**config.mk**
```make
export PLATFORM = sky130hd
export DESIGN_NAME = calc_core
export DESIGN_NICKNAME = d
export VERILOG_FILES = /design/src/rtl/calc_core.sv
export SDC_FILE = /design/constraint.sdc
export NUM_CORES = 1
export LEC_CHECK = 0
export CELL_PAD_IN_SITES_DETAIL_PLACEMENT = 1
export CELL_PAD_IN_SITES_GLOBAL_PLACEMENT = 1
export CORE_AREA = 2 2 111 113
export CTS_BUF_LIST = sky130_fd_sc_hd__clkbuf_4
export DETAILED_ROUTE_END_ITERATION = 12
export DIE_AREA = 0 0 113 115
export GPL_ROUTABILITY_DRIVEN = 0
export GPL_TIMING_DRIVEN = 1
export PLACE_DENSITY_LB_ADDON = 0.1
export SLEW_MARGIN = 40
export SYNTH_ARGS = -nofsm -noshare
export SYNTH_HDL_FRONTEND = slang
export SYNTH_SLANG_ARGS = --single-unit
```
**constraint.sdc**
```tcl
create_clock -name clk -period 4.75 [get_ports clk]
set_input_delay 1.1875 -clock clk [delete_from_list [all_inputs] [get_ports clk]]
set_output_delay 1.1875 -clock clk [all_outputs]
set_load 0.05 [all_outputs]
```
**src/rtl/calc_core.sv**
```systemverilog
// Operation engine behind the push-button debouncer: single-cycle add/sub,
// iterative shift-add multiply and restoring divide, registered result with done strobe.
module calc_core #(
  parameter int WIDTH = 8
) (
  input  logic                 clk,
  input  logic                 rst_n,
  input  logic [3:0]           op_i,
  input  logic [WIDTH-1:0]     a_i,
  input  logic [WIDTH-1:0]     b_i,
  output logic                 busy_o,
  output logic                 done_o,
  output logic [2*WIDTH-1:0]   result_o,
  output logic                 err_o
);

  localparam int CW = $clog2(WIDTH) + 1;
  localparam int RW = 2 * WIDTH;

  typedef enum logic [1:0] {IDLE, CALC, DONE} state_t;
  typedef enum logic [1:0] {OP_ADD, OP_SUB, OP_MUL, OP_DIV} op_t;

  state_t           state, state_next;
  op_t              op_sel, op_q;
  logic             op_valid;
  logic [CW-1:0]    cnt;
  logic             last_iter;

  // multiply working registers
  logic [RW-1:0]    acc, mcand, acc_step;
  logic [WIDTH-1:0] mplier;

  // divide working registers
  logic [WIDTH-1:0] rem, quo, divisor;
  logic [WIDTH:0]   trial, diff;
  logic             fits;
  logic [WIDTH-1:0] rem_step, quo_step;

  // Multi-hot pulses resolve add > sub > mul > div.
  always_comb begin
    op_valid = |op_i;
    op_sel   = OP_DIV;
    if (op_i[3])      op_sel = OP_ADD;
    else if (op_i[2]) op_sel = OP_SUB;
    else if (op_i[1]) op_sel = OP_MUL;
  end

  assign last_iter = (cnt == CW'(WIDTH - 1));

  always_comb begin
    acc_step = mplier[0] ? (acc + mcand) : acc;
    trial    = {rem, quo[WIDTH-1]};
    diff     = trial - {1'b0, divisor};
    fits     = (trial >= {1'b0, divisor});
    rem_step = fits ? diff[WIDTH-1:0] : trial[WIDTH-1:0];
    quo_step = {quo[WIDTH-2:0], fits};
  end

  always_ff @(posedge clk or negedge rst_n) begin
    if (!rst_n) state <= IDLE;
    else        state <= state_next;
  end

  always_comb begin
    state_next = state;
    unique case (state)
      IDLE: begin
        if (op_valid) begin
          unique case (op_sel)
            OP_ADD, OP_SUB: state_next = DONE;
            OP_MUL:         state_next = CALC;
            OP_DIV:         state_next = (b_i == '0) ? DONE : CALC;
            default:        state_next = IDLE;
          endcase
        end
      end
      CALC:    if (last_iter) state_next = DONE;
      DONE:    state_next = IDLE;
      default: state_next = IDLE;
    endcase
  end

  assign busy_o = (state != IDLE);
  assign done_o = (state == DONE);

  always_ff @(posedge clk or negedge rst_n) begin
    if (!rst_n) begin
      op_q     <= OP_ADD;
      cnt      <= '0;
      acc      <= '0;
      mcand    <= '0;
      mplier   <= '0;
      rem      <= '0;
      quo      <= '0;
      divisor  <= '0;
      result_o <= '0;
      err_o    <= 1'b0;
    end else begin
      unique case (state)
        IDLE: begin
          if (op_valid) begin
            op_q <= op_sel;
            cnt  <= '0;
            unique case (op_sel)
              OP_ADD: begin
                result_o <= {{WIDTH{1'b0}}, a_i} + {{WIDTH{1'b0}}, b_i};
                err_o    <= 1'b0;
              end
              OP_SUB: begin
                result_o <= {{WIDTH{1'b0}}, a_i} - {{WIDTH{1'b0}}, b_i};
                err_o    <= 1'b0;
              end
              OP_MUL: begin
                acc    <= '0;
                mcand  <= {{WIDTH{1'b0}}, a_i};
                mplier <= b_i;
              end
              OP_DIV: begin
                if (b_i == '0) begin
                  result_o <= '1;
                  err_o    <= 1'b1;
                end else begin
                  rem     <= '0;
                  quo     <= a_i;
                  divisor <= b_i;
                end
              end
              default: ;
            endcase
          end
        end
        CALC: begin
          cnt <= cnt + CW'(1);
          if (op_q == OP_MUL) begin
            acc    <= acc_step;
            mcand  <= mcand << 1;
            mplier <= mplier >> 1;
            if (last_iter) begin
              result_o <= acc_step;
              err_o    <= 1'b0;
            end
          end else begin
            rem <= rem_step;
            quo <= quo_step;
            if (last_iter) begin
              result_o <= {rem_step, quo_step};
              err_o    <= 1'b0;
            end
          end
        end
        default: ;
      endcase
    end
  end

endmodule
```
==> flow_metrics.py <==
metrics = {
    "worst_setup_path": {
        "cp_slowest_stage_delay_ns": 0.53,
        "worst-setup-path-type": "in -> reg",
        "worstSetupEndpointType": "flip-flop",
        "path_max_fanout": 7,
        "path_delay_family": "simple AND/OR/NAND/NOR gates",
        "slowest_stage": "clkdlybuf4s50_1",
        "start_kind": "primary input",
        "critPathArrivalTime_ns": 3.86,
        "required_ns": 5.08,
        "cp.buffers_inverters": 1,
        "path_cells": "clkdlybuf4s50_1, ha_1, fa_1, nor2b_1, o21a_1, o21ai_1, o31ai_1, nand2_1, nor4_1, nor2_1",
    },
    "job": {
        "maxCapViolations": 0,
    },
    "clock_network": {
        "htree_levels": 3,
        "clk_path_buf_depth": 2,
        "clk_pin_slew_ns": 0.15,
        "numClockSinks": 89,
        "insertion_delay_ns": 0.45,
        "tritoncts": "built",
        "cts_buffers": 9,
        "cts_resized": 0,
        "ctsRootBufferMaster": "clkbuf_4",
        "ctsHoldBuffers": 0,
        "post_cts_buffers": 0,
    },
    "final_layout": {
        "synthToLayoutAreaGrowth_pct": 10.6,
        "num_antenna_cells": 0,
        "finalNonFillerCells": 845,
        "fillCellCount": 1392,
        "design_area_um2": 6570,
        "drive_gt1_share_pct": 6.30,
        "nNetsFinal": 760,
        "post-route-util_pct": 55.6,
    },
    "routing": {
        "dr_total_vias": 5189,
        "drt_pass1_iterations": 5,
        "top_layer": "met4",
        "drc": 0,
        "vias_per_cell": 6.14,
        "detail_route.wl_per_cell_um": 20.7,
        "drt-initial-drc-count": 301,
        "dr_wl_met3_um": 586,
        "wirelength_um": 17500,
        "met2_length_um": 8610,
        "ant_nets": 0,
        "m1WireLength_um": 8010,
    },
    "floorplan": {
        "core-area_um2": 11800,
        "die_w_um": 113,
        "initial_core_util_pct": 50.3,
        "fp-row-count": 40,
        "die_height_um": 115,
        "io_pins": 41,
        "dieArea_um2": 13000,
    },
    "worst_hold_path": {
        "hp-class": "reg -> reg",
    },
    "grt": {
        "grt_max_degree": 57,
        "grt_pass1_vias": 5339,
        "grt_pass1_wl_um": 28200,
        "antenna_found_initial": 0,
        "grt_use_total_pct": 27.5,
        "grt_overflow": 0,
    },
    "sta": {
        "finalCritPeriodShare_pct": 74.2,
        "period_minus_slack_ns": 3.52,
        "hold_viol_final": 0,
        "slew_headroom_pct": 46.9,
        "fin_tns_setup_ns": 0,
        "fin_ws_ns": 1.23,
        "setup_viol": 0,
        "fmax_ghz": 0.284,
        "rsz0062_at_grt": "false",
        "hold_slack_ns": 0.511,
        "tightest_slew_ns": 0.797,
        "slew_violations": 0,
        "clock-skew-final_ns": 0.0217,
    },
    "logic_synthesis": {
        "synth_fp_nets": 733,
        "synth_top_area_cell": "dfrtp_1",
        "synthFlopType": "dfrtp_1",
        "ys_async_sr_fraction_pct": 100,
        "synthDistinctLibCells": 73,
        "netlist_instances": 667,
        "ys_top_cells_by_count": "dfrtp_1, a21oi_1, nand2_1, nor2_1, o21ai_0",
        "synth_top_area_share_pct": 37.5,
        "synth-seq-area-share_pct": 37.5,
        "yosys_warnings": 0,
        "syn_avg_cell_area_um2": 8.90,
        "synth_edf_count": 0,
        "synthTopCellsByArea": "dfrtp_1, ha_1, a21oi_1",
        "ys_seq_elements": 89,
        "syn_area_um2": 5940,
        "synth_most_common_cell": "dfrtp_1",
    },
    "power": {
        "power.internal_mw": 2.13,
        "power-per-cell-area_nw_per_um2": 620,
        "seqPwrFrac_pct": 32.1,
        "p_sw_share_pct": 47.7,
        "irDropWorstVdd_uv": 483,
        "comb_power_share_pct": 56.1,
        "power_mw": 4.07,
        "power.switching_mw": 1.94,
        "power.clock.fraction_pct": 11.8,
        "leakagePower_nw": 3.01,
    },
    "placement": {
        "place_ws_ns": 0.779,
        "placed_cells": 830,
        "hpwl_um": 13100,
        "port_buffers": 40,
        "postPlaceCellArea_um2": 6410,
    },
    "outcome": {
        "status": "complete, no violations",
    },
}
==> registers in the layout, indices dropped and copies added (netlist names) <==
name and cells:
rem 8, mplier 8, err_o 1, op_q 2, quo 8, acc 16, divisor 8, state 2
cnt 4, result_o 16, mcand 16
==> tightest hold or removal path: cells and delay by family, from the launching register on <==
family,cells,cell delay [ns]
AND/OR/NAND/NOR,1,0.05
AO/OA/AOI/OAI,1,0.06
flip-flops,1,0.37
==> layout by cell type, fill, tap and decap left out, drive strengths merged, types with 4 or more instances in the layout <==
| cell | instances |
|---|---|
| a21oi | 71 |
| a21o | 23 |
| o21bai | 4 |
| dfrtp | 89 |
| a22o | 17 |
| clkdlybuf4s50 | 39 |
| ha | 40 |
| mux2 | 4 |
| nand3 | 9 |
| and2 | 7 |
| o31ai | 4 |
| inv | 36 |
| a211oi | 4 |
| nor3 | 7 |
| xor2 | 4 |
| nor2 | 59 |
| mux2i | 13 |
| a221o | 4 |
| nor4 | 5 |
| o32a | 5 |
| buf | 9 |
| o21ai | 61 |
| xnor2 | 18 |
| nand2b | 7 |
| a31oi | 8 |
| nor2b | 10 |
| clkbuf | 9 |
| fa | 4 |
| nand2 | 66 |
==> area by class of cell <==
type / count / area [µm²] / share of cell area [%]
clock inverter: 6 / 83.8 / 1.28
multi-input combinational: 510 / 3410 / 51.9
timing repair buffer: 48 / 458 / 6.97
clock buffer: 9 / 67.6 / 1.03
sequential: 89 / 2230 / 33.9
inverter: 36 / 135 / 2.06
tap: 147 / 184 / 2.80
==> power by group through the flow <==
stage / Clock, mW / Sequential (mW) / Combinational (mW)
2_1_floorplan: 0 / 1.47 / 1.45
3_3_place_gp: 0 / 1.30 / 2.16
3_5_place_dp: 0 / 1.32 / 2.26
4_1_cts: 0.489 / 1.30 / 2.28
5_1_grt: 0.515 / 1.34 / 2.49
6_report: 0.478 / 1.31 / 2.28
==> per-layer routing <==
layer  track usage (%)  vias to the layer above
li1                  -                     2448
met5                 0                        -
met1              37.5                     2607
met2              47.3                      111
met3              3.11                       23
met4              6.34                        0
==> worst paths after layout <==
path | startpoint | to | slack [ns] | cells after the start
max | b_i[0] | result_o[10] | 1.23 | 10
min | mplier[4] | mplier[4] | 0.51 | 2
min reg2reg | mplier[4] | mplier[4] | 0.51 | 2
max in group asynchronous | rst_n | mcand[7] | 3.01 | 2
min in group asynchronous | rst_n | mplier[7] | 0.80 | 1
max reg2reg | rem[3] | result_o[10] | 1.94 | 9
==> cell families after synthesis <==
logic type | after synthesis | share of synthesized area (%)
adder cells (fa/ha/maj) | 44 | 9.78
AND/OR/NAND/NOR | 192 | 15.2
XOR/XNOR | 22 | 3.24
multiplexers | 17 | 2.95
buffers and inverters | 68 | 5.39
flip-flops | 89 | 37.5
AO/OA/AOI/OAI | 235 | 25.9
Power figures use the tool's default switching activity.
